**src/rtl/lpcm_dut_if.sv**
```systemverilog
`default_nettype none
// ============================================================================
//  Module      : lpcm_dut_if
//  Description : LPCM sample stream bundle. The source drives the input
//                strobe/sample pair; the pipeline drives the output pair.
//  Revision    : 1.0 - initial release
// ============================================================================
interface lpcm_dut_if;
  logic        enIn;
  logic [31:0] dataIn;
  logic        enOut;
  logic [31:0] dataOut;

  // Source / sink side of the stream (testbench or upstream block)
  modport master (
    output enIn,
    output dataIn,
    input  enOut,
    input  dataOut
  );

  // Pipeline side of the stream
  modport slave (
    input  enIn,
    input  dataIn,
    output enOut,
    output dataOut
  );
endinterface
`default_nettype wire

```
**src/rtl/lpcm_dut.sv**
```systemverilog
`default_nettype none
// ============================================================================
//  Module      : lpcm_dut
//  Description : Fixed-latency LPCM sample pipeline. Every accepted sample is
//                re-emitted LATENCY cycles later with bits below SAMPLE_BITS
//                cleared. Data words of empty stages are held at zero so the
//                output bus is quiet whenever the output strobe is low.
//  Revision    : 1.0 - initial release
// ============================================================================
module lpcm_dut #(
  parameter int LATENCY     = 2,   // 1..16
  parameter int SAMPLE_BITS = 32   // 1..32
) (
  input  wire logic   clk,
  input  wire logic   rst_n,
  lpcm_dut_if.slave   lpcm
);

  // Left-justified samples: keep the SAMPLE_BITS most significant bits.
  localparam logic [31:0] C_KEEP_MASK = 32'hFFFF_FFFF << (32 - SAMPLE_BITS);

  logic                      w_en0;
  logic [31:0]               w_dat0;
  logic [LATENCY-1:0]        r_vld;
  logic [LATENCY-1:0][31:0]  r_dat;

  // Stage-0 load value: the strobe gates the data, so an idle or undefined
  // dataIn never enters the pipeline.
  always_comb begin
    w_en0  = lpcm.enIn;
    w_dat0 = '0;
    if (lpcm.enIn) begin
      w_dat0 = lpcm.dataIn & C_KEEP_MASK;
    end
  end

  // Shift pipeline: stage 0 takes the new sample, stage k takes stage k-1;
  // reset clears every stage immediately.
  always_ff @(posedge clk or negedge rst_n) begin
    if (!rst_n) begin
      r_vld <= '0;
      r_dat <= '0;
    end else begin
      r_vld[0] <= w_en0;
      r_dat[0] <= w_dat0;
      for (int k = 1; k < LATENCY; k++) begin
        r_vld[k] <= r_vld[k-1];
        r_dat[k] <= r_dat[k-1];
      end
    end
  end

  assign lpcm.enOut   = r_vld[LATENCY-1];
  assign lpcm.dataOut = r_dat[LATENCY-1];

endmodule
`default_nettype wire

```
**src/flat_wrapper.sv**
```systemverilog
// flat-port wrapper written by rule: the top's interface ports become plain ports
module lpcm_dut_flat 
#(
  parameter int LATENCY     = 2,           
  parameter int SAMPLE_BITS = 32           
)
  (clk, rst_n, lpcm_enIn, lpcm_dataIn, lpcm_enOut, lpcm_dataOut);
  lpcm_dut_if lpcm_i ();
  input  wire logic clk;
  input  wire logic rst_n;
  input wire logic [$bits(lpcm_i.enIn)-1:0] lpcm_enIn;
  input wire logic [$bits(lpcm_i.dataIn)-1:0] lpcm_dataIn;
  output wire logic [$bits(lpcm_i.enOut)-1:0] lpcm_enOut;
  output wire logic [$bits(lpcm_i.dataOut)-1:0] lpcm_dataOut;
  assign lpcm_i.enIn = lpcm_enIn;
  assign lpcm_i.dataIn = lpcm_dataIn;
  assign lpcm_enOut = lpcm_i.enOut;
  assign lpcm_dataOut = lpcm_i.dataOut;
  lpcm_dut #(.LATENCY(LATENCY), .SAMPLE_BITS(SAMPLE_BITS)) u_core (.clk(clk), .rst_n(rst_n), .lpcm(lpcm_i));
endmodule
```
**config.mk**
```make
export PLATFORM = sky130hd
export DESIGN_NAME = lpcm_dut_flat
export DESIGN_NICKNAME = d
export VERILOG_FILES = /design/src/rtl/lpcm_dut_if.sv /design/src/rtl/lpcm_dut.sv /design/src/flat_wrapper.sv
export SDC_FILE = /design/constraint.sdc
export NUM_CORES = 1
export LEC_CHECK = 0
export CORE_MARGIN = 1.5
export CORE_UTILIZATION = 48
export CTS_CLUSTER_DIAMETER = 150
export DETAILED_ROUTE_END_ITERATION = 8
export PLACE_DENSITY = 0.82
export SYNTH_ARGS = -nofsm -noshare
export SYNTH_HDL_FRONTEND = slang
export SYNTH_SLANG_ARGS = --single-unit
```
**constraint.sdc**
```tcl
create_clock -name clk -period 1.4 [get_ports clk]
set_clock_uncertainty 0.1 [all_clocks]
set_input_delay 0.35 -clock clk [delete_from_list [all_inputs] [get_ports clk]]
set_output_delay 0.35 -clock clk [all_outputs]
set_load 0.05 [all_outputs]
```
After elaboration in Yosys (flattened, before gate mapping)
Cells that the tools add are included.
- flip-flop bits (word level): 66
- bits in latches: 0
- RAM bits: 0
- ROM bits: 0
- input port bits: 35
- word-level logic and storage cells: 4
- memories kept: 0
- $add $sub $neg: 0
- multiply operators: 0
- div/mod/pow operators: 0
- order comparisons: 0
- eq/ne operators: 0
- shifts and indexed selects: 0
- multiplexer cells: 1
- bitwise operators: 0
- reductions and logical operators: 0
- operator list (kind ; count):
    32-bit two-way mux ; 1

Depth between registers and ports, before layout
- depth in word-level cells: 1
- depth in mapped cells: 2
- gate-level depth less buffers: 1

Worst setup path before layout
OpenSTA, ideal clock, no wires.
- path type: reg-to-output
- from: register u_core.r_vld[1]
- to: output port lpcm_enOut
- arrival: 0.586 ns
- path slack: 0.364 ns
- cell stages (with the launch flop): 1
- path buffers: 0
- path through: dfrtp_1
- RTL lines (element ; RTL line ; source):
    from (decl) ; lpcm_dut.sv:24 ; logic [LATENCY-1:0] r_vld;
    from (signal, indexed assignment) ; lpcm_dut.sv:47 ; r_vld[k] <= r_vld[k-1];
    to (decl) ; flat_wrapper.sv:13 ; output wire logic [$bits(lpcm_i.enOut)-1:0] lpcm_enOut;
No word-level cell between the ends.

Worst setup path in the final report
- from: register u_core.r_dat, in the netlist u_core.lpcm.dataOut[0]
- to: output port lpcm_dataOut[0]
- RTL lines (element ; RTL line ; source):
    from (decl) ; lpcm_dut.sv:25 ; logic [LATENCY-1:0][31:0] r_dat;
    from (signal, indexed assignment) ; lpcm_dut.sv:48 ; r_dat[k] <= r_dat[k-1];
    to (decl) ; flat_wrapper.sv:14 ; output wire logic [$bits(lpcm_i.dataOut)-1:0] lpcm_dataOut;
No word-level cell between the ends.

==> impl_metrics.yaml <==
run_status:
  status: "finished clean"
critical_path:
  worst-path-buf-inv: 1
  cpPeakStageDelay_ps: 410
  crit_required_ps: 950
  startpoint: "u_core.lpcm.dataOut[0]"
  crit_end: "lpcm_dataOut[0]"
  reg2reg_slack_ps: 820
  r2r_end: "u_core.lpcm.dataOut[2]"
  start_kind: "flop"
  critPathSlowestCell: "dfrtp_1"
  cp_max_fo: 1
  critPathCaptureType: "output port"
  crit_cells: 1
  path_class: "reg -> out"
  ff2ff_path_depth: 0
  crit_arrival_ps: 890
  cp_top_family: "flip-flops"
  cp_cell_sequence: "buf_12"
  r2r-start: "u_core.r_dat[2]"
timing:
  tightest_slew_ps: 328
  fin_tns_setup_ps: 0
  fmax_mhz: 748
  slew_headroom_pct: 78.1
  period_needed_ps: 1340
  rsz0062_at_grt: "no"
  report.final.slew_viol_count: 0
  post-route-period-util_pct: 95.5
  finalHoldViolCount: 0
  setup_slack_ps: 62.5
  setup_viol_count_final: 0
drt:
  routed_via_density: 4.28
  drt_wl_total_mm: 3.35
  ant_nets: 0
  dr.pass1.iters: 5
  drt_iter0_markers: 42
  drc_errors: 0
  vias: 1010
  wl_per_cell_um: 14.2
finish:
  drive_above_1_share_pct: 44.0
  final_common_cell: "dfrtp_1"
  fillers: 260
  final_util_pct: 74.0
  regArea_um2: 1650
  antenna_cells: 0
  syn_to_final_growth_pct: 49.1
  final_nets: 214
  multi_input_area_um2: 240
  layout_common_cells: "dfrtp_1 (66), buf_12 (35), clkdlybuf4s50_1 (33)"
logic_synthesis:
  synth_top_area_share_pct: 76.9
  synthXorXnorAreaFrac_pct: 0
  synth_top_cell_by_area: "dfrtp_1"
  synth.area.mux_share_pct: 0
  synth_top_family_by_area: "buffers and inverters"
  synth-seq-cells: 66
  syn-num-nets: 168
  synth_warnings: 0
  yosys.cell_types.count: 4
  synth_compound_area_share_pct: 0
  synth-seq-area-share_pct: 76.9
  synthAdderAreaFrac_pct: 0
  synth_area_leaders: "dfrtp_1 (77%), and2_2 (11%), buf_4 (11%), clkbuf_2 (0.70%)"
  syn_area_um2: 2150
  synthCells: 133
  synth-simple-area-share_pct: 11.2
  synth.avg_cell_area_um2: 16.1
power_and_ir_drop:
  p_sw_uw: 953
  p_int_uw: 3230
  power.density_nw_per_um2: 1310
  leakagePower_uw: 0.00150
  pwr-share-comb_pct: 13.8
  swShare_pct: 22.8
  p_seq_share_pct: 49.1
  peakVddDrop_uv: 751
  p_clk_share_pct: 37.0
grt:
  grt_max_degree: 67
  grt_use_total_pct: 15.5
  grt_overflow: 0
  grt_pass1_vias: 1082
  antenna_found_initial: 0
  grt_pass1_wl_mm: 5.31
place:
  post-place-ws_ps: 17.5
  dp_hpwl_mm: 2.29
  portBuffers: 67
  gp_congestion: 0.696
floorplan:
  die_w_um: 69.9
  die_area_um2: 4880
  ios: 68
  start_util_pct: 49.7
  row_count: 24
  die_h_um: 69.9
  core_area_um2: 4320
clocking:
  clock_tree.buffer_depth: 2
  clk_latency_ps: 330
  cts_root_buf: "clkbuf_8"
  numCtsBuffers: 9
  clk_pin_slew_ps: 60
  ctsResizeCount: 0
  cts_max_level: 3
  cts_sinks: 66
  cts_setup_buffers: 0
  cts_tree: "built"
run:
  maxCapViolCount: 0
min_path:
  hp-class: "reg -> reg"
## synth_stat cells
library cell and instances:
dfrtp_1 66, buf_4 32, clkbuf_2 3, and2_2 32
## per-stage QoR
stage	std cells	instance area (um2)	power [uW]	hold WS, ps
floorplan	133	2150	2350	-45.6
global placement	219	2990	2660	232
detailed placement	219	2990	2680	235
CTS	236	3200	4240	249
global route	236	3200	4340	253
finish	236	3200	4190	248
## per-layer routing
layer  global-route usage [%]  vias to the layer above  wire length [um]
met3                     4.62                        4               135
met1                     17.5                      504              1290
met4                     10.3                        0                41
met5                        0                        -                 0
met2                     25.3                       39              1880
li1                         -                      463                 -
## cell families after synthesis
group | Yosys count
and+or+nand+nor | 32
buffers and inverters | 35
DFF | 66
## flip-flops by register name, indices dropped and copies added (netlist names)
register,flops
u_core.r_dat,32
u_core.lpcm.dataOut,32
u_core.r_vld,2
## worst min path at each step
stage          cells past startpoint                       to              from  slack, ps
6_report                           0  u_core.lpcm.dataOut[19]  u_core.r_dat[19]        250
5_1_grt                            0  u_core.lpcm.dataOut[15]  u_core.r_dat[15]        250
4_1_cts                            0  u_core.lpcm.dataOut[20]  u_core.r_dat[20]        250
3_5_place_dp                       0  u_core.lpcm.dataOut[19]  u_core.r_dat[19]        230
3_3_place_gp                       0  u_core.lpcm.dataOut[22]  u_core.r_dat[22]        230
2_1_floorplan                      0   u_core.lpcm.dataOut[0]             rst_n        -50
## power groups by stage
stage	sequential (uW)	combinational (uW)	clock [uW]
4_1_cts	2060	586	1590
3_3_place_gp	2090	569	0
5_1_grt	2070	604	1680
2_1_floorplan	2060	294	0
3_5_place_dp	2090	582	0
6_report	2060	579	1550
## final cells by class
type / instances / area share (%)
Clock buffer: 14 / 5.08
Sequential cell: 66 / 51.6
Clock inverter: 2 / 1.09
Multi-Input combinational cell: 32 / 7.51
Timing Repair Buffer: 70 / 32.7
Tap cell: 52 / 2.03
## timing repair
action / 4_1_cts / 5_1_grt
hold buffers: 1 / 0
setup endpoints to repair: 0 / 0
endpoints found under the hold margin: 66 / 0
Note: power is estimated with default switching activity, not from simulation.
